## config.mk

```make
export PLATFORM = sky130hd
export DESIGN_NAME = ifetch_unit
export DESIGN_NICKNAME = d
export VERILOG_FILES = /design/src/rtl/ifetch_pkg.sv /design/src/rtl/ifetch_fifo.sv /design/src/rtl/ifetch_unit.sv
export SDC_FILE = /design/constraint.sdc
export NUM_CORES = 1
export LEC_CHECK = 0
export CORE_ASPECT_RATIO = 1.25
export CORE_UTILIZATION = 40
export DETAILED_ROUTE_END_ITERATION = 16
export PLACE_DENSITY = 0.66
export SYNTH_ARGS = -nofsm -noshare
export SYNTH_HDL_FRONTEND = slang
export SYNTH_HIERARCHICAL = 1
export SYNTH_SLANG_ARGS = --single-unit
```

## constraint.sdc

```tcl
create_clock -name i_clk -period 3.9 [get_ports i_clk]
set_input_delay 0.78 -clock i_clk [delete_from_list [all_inputs] [get_ports i_clk]]
set_output_delay 0.78 -clock i_clk [all_outputs]
set_load 0.03 [all_outputs]
```

## src/rtl/ifetch_pkg.sv

```systemverilog
// Shared types and constants for the instruction fetch stage.
package ifetch_pkg;

  localparam int IF_ADDR_W = 32;
  localparam int IF_DATA_W = 32;

  // Canonical NOP (addi x0, x0, 0) used as filler for error entries.
  localparam logic [IF_DATA_W-1:0] NOP_INST_WORD = 32'h0000_0013;

  // Error codes reported alongside each fetched instruction.
  localparam logic [1:0] ERR_NONE     = 2'b00;
  localparam logic [1:0] ERR_MISALIGN = 2'b01;
  localparam logic [1:0] ERR_BUS      = 2'b10;

  // Fetch sequencing states; the KILL variants wait out a flushed transaction.
  typedef enum logic [2:0] {
    IDLE      = 3'd0,
    REQ       = 3'd1,
    WAIT      = 3'd2,
    REQ_KILL  = 3'd3,
    WAIT_KILL = 3'd4
  } fetch_state_t;

  // One decoded-side entry; field order matches the packed FIFO word.
  typedef struct packed {
    logic [IF_DATA_W-1:0] inst;
    logic [IF_ADDR_W-1:0] pc;
    logic [1:0]           err;
  } fetch_entry_t;

endpackage

```

## src/rtl/ifetch_fifo.sv

```systemverilog
// Small synchronous FIFO with a flush that empties it on the next edge.
module ifetch_fifo
  import ifetch_pkg::*;
#(
  parameter int WIDTH = 66,
  parameter int DEPTH = 2,
  localparam int AW = (DEPTH > 1) ? $clog2(DEPTH) : 1,
  localparam int CW = AW + 1
) (
  input  logic             clk,
  input  logic             rst_n,
  input  logic             flush,
  input  logic             push,
  input  logic [WIDTH-1:0] push_data,
  input  logic             pop,
  output logic [WIDTH-1:0] head_data,
  output logic [CW-1:0]    count,
  output logic             full,
  output logic             empty
);

  localparam logic [CW-1:0] DEPTH_CNT = CW'(DEPTH);

  logic [WIDTH-1:0] mem [DEPTH];
  logic [AW-1:0]    rd_ptr;
  logic [AW-1:0]    wr_ptr;
  logic [CW-1:0]    count_q;
  logic             do_pop;
  logic             do_push;

  assign full      = (count_q == DEPTH_CNT);
  assign empty     = (count_q == '0);
  assign count     = count_q;
  assign head_data = mem[rd_ptr];

  // A pop frees the head slot, so a full FIFO may still accept a push alongside it.
  always_comb begin
    do_pop  = pop && !empty;
    do_push = push && (!full || do_pop);
  end

  // Storage, pointers and occupancy; flush discards everything queued.
  always_ff @(posedge clk or negedge rst_n) begin
    if (!rst_n) begin
      rd_ptr  <= '0;
      wr_ptr  <= '0;
      count_q <= '0;
      for (int i = 0; i < DEPTH; i++) begin
        mem[i] <= '0;
      end
    end else if (flush) begin
      rd_ptr  <= '0;
      wr_ptr  <= '0;
      count_q <= '0;
    end else begin
      if (do_push) begin
        mem[wr_ptr] <= push_data;
        wr_ptr      <= wr_ptr + AW'(1);
      end
      if (do_pop) begin
        rd_ptr <= rd_ptr + AW'(1);
      end
      case ({do_push, do_pop})
        2'b10:   count_q <= count_q + CW'(1);
        2'b01:   count_q <= count_q - CW'(1);
        default: count_q <= count_q;
      endcase
    end
  end

endmodule

```

## src/rtl/ifetch_unit.sv

```systemverilog
// Instruction fetch stage: one outstanding memory read, results queued for decode.
module ifetch_unit
  import ifetch_pkg::*;
#(
  parameter int                ADDR_W     = 32,
  parameter int                DATA_W     = 32,
  parameter int                FIFO_DEPTH = 2,
  parameter logic [DATA_W-1:0] NOP_INST   = DATA_W'(NOP_INST_WORD)
) (
  input  logic              i_clk,
  input  logic              i_rst,
  input  logic [ADDR_W-1:0] i_pc,
  input  logic              i_pc_valid,
  output logic              o_pc_ready,
  input  logic              i_flush,
  output logic              o_imem_req_valid,
  output logic [ADDR_W-1:0] o_imem_req_addr,
  input  logic              i_imem_req_ready,
  input  logic              i_imem_rsp_valid,
  input  logic [DATA_W-1:0] i_imem_rsp_data,
  input  logic              i_imem_rsp_err,
  output logic              o_inst_valid,
  output logic [DATA_W-1:0] o_inst,
  output logic [ADDR_W-1:0] o_inst_pc,
  output logic [1:0]        o_inst_err,
  input  logic              i_inst_ready
);

  localparam int              ENTRY_W   = DATA_W + ADDR_W + 2;
  localparam int              CNT_W     = ((FIFO_DEPTH > 1) ? $clog2(FIFO_DEPTH) : 1) + 1;
  localparam logic [CNT_W-1:0] DEPTH_CNT = CNT_W'(FIFO_DEPTH);

  fetch_state_t      state;
  logic [ADDR_W-1:0] pc_q;
  logic              req_valid_q;
  logic [ADDR_W-1:0] req_addr_q;

  logic              accept;
  logic              misaligned;
  logic              push;
  logic [ENTRY_W-1:0] push_data;
  logic              pop;
  logic [ENTRY_W-1:0] head_data;
  logic [CNT_W-1:0]  fifo_count;
  logic              fifo_full;
  logic              fifo_empty;

  // PC handshake: only idle, unflushed, with room left for the eventual result.
  always_comb begin
    o_pc_ready = i_rst && (state == IDLE) && !i_flush && (fifo_count < DEPTH_CNT);
    accept     = i_pc_valid && o_pc_ready;
    misaligned = (i_pc[1:0] != 2'b00);
  end

  // Select what enters the FIFO: misaligned-PC filler or a live memory response.
  always_comb begin
    push      = 1'b0;
    push_data = '0;
    if (!i_flush) begin
      if (accept && misaligned) begin
        push      = 1'b1;
        push_data = {NOP_INST, i_pc, ERR_MISALIGN};
      end else if ((state == WAIT) && i_imem_rsp_valid && !fifo_full) begin
        push      = 1'b1;
        push_data = {i_imem_rsp_data, pc_q, (i_imem_rsp_err ? ERR_BUS : ERR_NONE)};
      end
    end
  end

  assign pop = i_inst_ready && !fifo_empty;

  // Fetch sequencer; request outputs are registered and never withdrawn once raised.
  always_ff @(posedge i_clk or negedge i_rst) begin
    if (!i_rst) begin
      state       <= IDLE;
      pc_q        <= '0;
      req_valid_q <= 1'b0;
      req_addr_q  <= '0;
    end else begin
      case (state)
        IDLE: begin
          if (accept && !misaligned) begin
            pc_q        <= i_pc;
            req_valid_q <= 1'b1;
            req_addr_q  <= {i_pc[ADDR_W-1:2], 2'b00};
            state       <= REQ;
          end
        end
        REQ: begin
          if (i_imem_req_ready) begin
            req_valid_q <= 1'b0;
            state       <= i_flush ? WAIT_KILL : WAIT;
          end else if (i_flush) begin
            state <= REQ_KILL;
          end
        end
        WAIT: begin
          if (i_imem_rsp_valid) begin
            state <= IDLE;
          end else if (i_flush) begin
            state <= WAIT_KILL;
          end
        end
        REQ_KILL: begin
          if (i_imem_req_ready) begin
            req_valid_q <= 1'b0;
            state       <= WAIT_KILL;
          end
        end
        WAIT_KILL: begin
          if (i_imem_rsp_valid) begin
            state <= IDLE;
          end
        end
        default: begin
          req_valid_q <= 1'b0;
          state       <= IDLE;
        end
      endcase
    end
  end

  assign o_imem_req_valid = req_valid_q;
  assign o_imem_req_addr  = req_addr_q;

  ifetch_fifo #(
    .WIDTH (ENTRY_W),
    .DEPTH (FIFO_DEPTH)
  ) u_fifo (
    .clk       (i_clk),
    .rst_n     (i_rst),
    .flush     (i_flush),
    .push      (push),
    .push_data (push_data),
    .pop       (pop),
    .head_data (head_data),
    .count     (fifo_count),
    .full      (fifo_full),
    .empty     (fifo_empty)
  );

  assign o_inst_valid = !fifo_empty;
  assign o_inst       = head_data[ENTRY_W-1 -: DATA_W];
  assign o_inst_pc    = head_data[ADDR_W+1 -: ADDR_W];
  assign o_inst_err   = head_data[1:0];

endmodule

```

# [Yosys cells after proc, flatten, opt, wreduce, memory -nomap -nowiden]
# Index checks and enable logic that the tools add are counted.
[op_classes] n_addsub=4 eq_ne=13 n_bitwise=4 reduce_logical=29 mux=31 magnitude_cmp=4
[ops] op="$mux W66" count=7
[ops] op="$bwmux W132" count=1
[ops] op="$demux W66 S1" count=1
[ops] op="$mux W3" count=8
[ops] op="$pmux W3 S5" count=1
[ops] op="$logic_and A1 B1 Y1" count=12
[ops] op="$mux W1" count=9
[ops] op="$eq A3 B2 Y1 const B" count=2
[ops] op="$ne A3 B3 Y1 const B" count=2
[ops] op="$reduce_bool A2 Y1" count=3
[ops] op="$reduce_and A5 Y1" count=1
[ops] op="$eq A2 B2 Y1 const B" count=2
[ops] op="$ge A2 B2 Y1 const B" count=2
[ops] op="$logic_not A1 Y1" count=4
[ops] op="$mux W2" count=2
[ops] op="$ne A2 B1 Y1 const B" count=2
[ops] op="$ne A2 B2 Y1 const B" count=2
[ops] op="$not A1 Y2" count=2
[ops] op="$pmux W2 S2" count=1
[ops] op="$reduce_and A2 Y1" count=2
[ops] op="$reduce_or A2 Y1" count=2
[ops] op="$eq A3 B1 Y1 const B" count=1
[ops] op="$eq A3 B3 Y1 const B" count=1
[ops] op="$logic_not A3 Y1" count=1
[ops] op="other kinds (12)" count=14
[totals] output_inout_bits=101 in_bits=72 register_bits=202 word_cells=94

# [Depth between registers and ports, before layout]
[logic_depth] depth_word=12 mapped_depth=10 ltp_nobuf=7

# [Cells and area by module]
# Netlist, hierarchy kept.
[modules_own_cells] mod="ifetch_fifo" seq_area_each_um2=3403.3 cells_each=377 n_inst=1 area_each_um2=5992.0
[modules_own_cells] mod="ifetch_unit" seq_area_each_um2=900.9 cells_each=212 n_inst=1 area_each_um2=2409.8

# [Least setup slack after synthesis]
# No wires, ideal clock.
[synth_timing] path_type="input to register" from="in i_flush" to="reg u_fifo/mem[123] (netlist bit)" t_required_ns=3.775 n_path_buf=5 setup_ns=0.125 setup_slack_ns=0.873 t_arrival_ns=2.902 stages=10 cell_sequence="buf_6 > nor4b_4 > and4b_1 > buf_4 > or2_2 > or4b_1 > clkbuf_1 > buf_6 > buf_6 > mux2_4"
[synth_via] elab_chain_cells=9 word_cells_on_any_way=13 classes_between="5 x mux; 1 x bitwise; 7 x reduce/logical"
[synth_rtl] element="from (decl)" line_no="ifetch_unit.sv:15" text="input logic i_flush,"
[synth_rtl] element="$logic_not A1 Y1"
[synth_rtl] element="$logic_and A1 B1 Y1 (2 in a row)" line_no="ifetch_unit.sv:50" text="o_pc_ready = i_rst && (state == IDLE) && !i_flush && (fifo_count < DEPTH_CNT);"
[synth_rtl] element="$logic_and A1 B1 Y1" line_no="ifetch_unit.sv:51" text="accept = i_pc_valid && o_pc_ready;"
[synth_rtl] element="$logic_and A1 B1 Y1" line_no="ifetch_unit.sv:60" text="if (accept && misaligned) begin"
[synth_rtl] element="$mux W1" line_no="ifetch_unit.sv:60"
[synth_rtl] element="$mux W1 (*)" line_no="ifetch_unit.sv:59" text="if (!i_flush) begin"
[synth_rtl] element="net push" line_no="ifetch_unit.sv:40" text="logic push;"
[synth_rtl] element="$logic_and A1 B1 Y1 (*)" line_no="ifetch_fifo.sv:39" text="do_push = push && (!full || do_pop);"
[synth_rtl] element="$reduce_and A2 Y1 (no source line) (*)"
[synth_rtl] element="to (signal, indexed assignment)" line_no="ifetch_fifo.sv:57" text="mem[wr_ptr] <= push_data;"
[synth_rtl] element="to (decl)" line_no="ifetch_fifo.sv:24" text="logic [WIDTH-1:0] mem [DEPTH];"
# The timed path passes the listed nets; every way through them passes the cells marked *.
# A chain may end at the register's enable or synchronous reset.

# [Worst setup path after layout]
[layout_timing] from="in i_flush" to="out o_pc_ready"
[layout_via] elab_chain_cells=3
[layout_rtl] element="$logic_not A1 Y1"
[layout_rtl] element="$logic_and A1 B1 Y1 (2 in a row)" line_no="ifetch_unit.sv:50"
[layout_rtl] element="to (decl)" line_no="ifetch_unit.sv:14" text="output logic o_pc_ready,"
# No other way between the ends.

==> flow_metrics.tcl <==
set metrics [dict create \
    fillCellCount 1758 \
    p_comb_share_pct 19.7 \
    fin_crit_sh_pct 85.3 \
    gp_congestion 0.767 \
    gr-usage-met2_pct 32.2 \
    leakagePower_nw 5.10 \
    power_density_nw_per_um2 434 \
    start_util_pct 41.3 \
    overflow 0 \
    clock-skew-final_ns 0.00822 \
    cts.repair.resized 0 \
    clock-sinks 172 \
    cp-endpoint "o_pc_ready" \
    start_kind "input pin" \
    clk_root_buffer_cell "clkbuf_16" \
    yosys_warnings 6 \
    arrival_ns 2.55 \
    insertion_delay_ns 0.43 \
    tightest_slew_ns 1.05 \
    slowest_stage "clkdlybuf4s50_1" \
    cts_max_level 4 \
    clock_power_share_pct 36.8 \
    antenna_found_initial 0 \
    fmax_mhz 301 \
    hold_class "input pin to asynchronous set/reset pin" \
    cts_buffer_depth 2 \
    port_buffers 170 \
    drive_gt1_share_pct 38.3 \
    drt-total-wl_um 18600 \
    synthTopCellsByArea "dfrtp_1 (51%), mux2_2 (23%), mux2_4 (9.8%)" \
    maxSlewViolCount 0 \
    ir_drop_uv 302 \
    drc 0 \
    path_depth 4 \
    diodes 0 \
    area_growth_pct 27.2 \
    setup_viol 0 \
    fin_tns_setup_ns 0 \
    die_x_um 132 \
    cts_setup_buffers 0 \
    die_y_um 164 \
    grt_util_met1_pct 21.6 \
    wl_per_cell_um 18.5 \
    via_per_inst 5.06 \
    worstSetupStartpoint "i_flush" \
    dieArea_um2 21600 \
    rsz0062_at_grt "false" \
    p_switching_mw 1.28 \
    cts_tree "done" \
    fin_nets 792 \
    rows 58 \
    fin_crit_ns 3.33 \
    syn_inst 589 \
    critPathMaxStageDelay_ns 0.68 \
    required_ns 3.12 \
    cts_made_buffers 17 \
    drtPass1Iterations 4 \
    use_met3_pct 2.96 \
    vias 5074 \
    cellInternalPower_mw 3.36 \
    cpMostUsedCell "clkdlybuf4s50_1" \
    path_clk_slew_ns 0.07 \
    hold_buffers 0 \
    grt_max_degree 80 \
    grt_usage_pct 18.0 \
    slew-limit-headroom_pct 30.1 \
    coreArea_um2 20300 \
    grt_first_pass_wirelength_um 30200 \
    ios 173 \
    synth-seq-cells 172 \
    gr-max-usage-layer "met2" \
    r2r-start "u_fifo/count[1]" \
    hpwl_um 12200 \
    synth_top_area_cell "dfrtp_1" \
    reg2reg_slack_ns 1.16 \
    worst-path-buf-inv 2 \
    ff2ff_path_depth 7 \
    status "finished, final reports clean" \
    p_sw_share_pct 27.5 \
    seqPwrFrac_pct 43.4 \
    postRouteAntennaNets 0 \
    final-hold-violation-count 0 \
    critPathKind "input pin to primary output" \
    post-route-util_pct 52.6 \
    syn_area_um2 8400 \
    drv_cap 0 \
    drt-initial-drc-count 178 \
    synth.distinct_cells 39 \
    r2r_end "u_fifo/mem[123]" \
    crit_chain "clkdlybuf4s50_1 > nor4b_4 > and2_1 > clkdlybuf4s50_1" \
    grt_pass1_vias 5690 \
    yosysSeqAreaShare_pct 51.2 \
    yosys.area.top_type_share_pct 51.2 \
    crit_path_max_fanout 5 \
    cp-end-kind "primary output" \
    syn_area_per_cell_um2 14.3 \
    crit_family "buffers and inverters" \
]
[flip-flops by register name (all words and copies together), names as in the netlist]
name and flops:
o_imem_req_valid 1, pc_q 32, state 3, u_fifo/count 2, u_fifo/mem 132, u_fifo/rd_ptr 1, u_fifo/wr_ptr 1
[cell families (layout without fill, tap and decap cells)]
group                  Yosys count  after routing  share of synthesized area (%)
flip-flops                     172            172                           51.2
multiplexers                   230            230                           33.3
XOR/XNOR                         1              1                          0.104
buffers and inverters           71            214                           5.70
other                            1              2                         0.0446
AND/OR/NAND/NOR                 67             67                           5.32
AO/OA/AOI/OAI                   47             47                           4.33
[power groups by stage]
stage          Clock (mW)  Combinational [mW]  Sequential [mW]
2_1_floorplan           0               0.648             2.02
3_3_place_gp            0               0.915             2.04
3_5_place_dp            0               0.923             2.05
4_1_cts              1.76               0.928             2.01
5_1_grt              1.82               0.961             2.03
6_report             1.71               0.916             2.01
[through the flow]
stage / hold slack [ns] / total power [mW] / worst slack (ns) / instance area [um2] / instances
after floorplan: 0.454 / 2.67 / 0.873 / 8410 / 590
after global placement: 0.472 / 2.95 / 0.519 / 10100 / 971
after detailed placement: 0.476 / 2.97 / 0.474 / 10100 / 971
after CTS: 0.234 / 4.70 / 0.533 / 10700 / 1003
after global routing: 0.247 / 4.82 / 0.503 / 10700 / 1003
final: 0.239 / 4.64 / 0.575 / 10700 / 1003
[worst min-delay path by stage]
stage / end / cells past startpoint / from
2_1_floorplan: pc_q[0] / 1 / pc_q[0]
3_3_place_gp: pc_q[1] / 1 / pc_q[1]
3_5_place_dp: pc_q[0] / 1 / pc_q[0]
4_1_cts: pc_q[13] / 1 / i_rst
5_1_grt: pc_q[12] / 1 / i_rst
6_report: pc_q[13] / 1 / i_rst
[worst register-to-register path: stages (launching register included)]
cell and delay [ns]:
dfrtp_1 0.48, nor2b_1 0.21, nor4b_2 0.33, and3b_2 0.25, or2_2 0.17, or4b_4 0.48
buf_4 0.31, mux2_4 0.39
[cell usage after synthesis, drive strengths merged]
master	n
mux2	229
dfrtp	172
buf	59
and2	33
a22o	30
clkbuf	11
nor2	6
a21oi	5
o21ai	5
nand2	4
nor2b	4
a21o	3
nand2b	3
nand4	3
nor4b	3
a211oi	2
nand3	2
nor3	2
a31oi	1
and3b	1
and4b	1
conb	1
inv	1
mux2i	1
nor3b	1
o31ai	1
or2	1
or3	1
or3b	1
or4b	1
xor2	1
[final cells by class]
type | count | area, um2 | share of cell area (%)
Timing Repair Buffer | 181 | 1810 | 16.9
Clock inverter | 12 | 135 | 1.26
Clock buffer | 20 | 457 | 4.27
Sequential cell | 172 | 4310 | 40.3
Tap cell | 270 | 338 | 3.16
Inverter | 1 | 3.75 | 0.0351
Multi-Input combinational cell | 347 | 3630 | 34.0
[cell usage in the layout (no fill, tap or decap), types with 5 or more instances in the layout]
master / n
mux2_2: 174
dfrtp_1: 171
clkdlybuf4s50_1: 169
mux2_4: 55
and2_1: 33
a22o_1: 30
clkbuf_16: 17
buf_4: 9
nor2_1: 6
a21oi_1: 5
o21ai_0: 5
[per-layer routing]
| layer | routed length, um | vias to the layer above |
|---|---|---|
| met5 | 0 | - |
| met4 | 337 | 0 |
| met3 | 568 | 24 |
| met2 | 9910 | 108 |
| met1 | 7750 | 2605 |
| li1 | - | 2337 |
No activity file was read; power rests on OpenSTA's default activity.
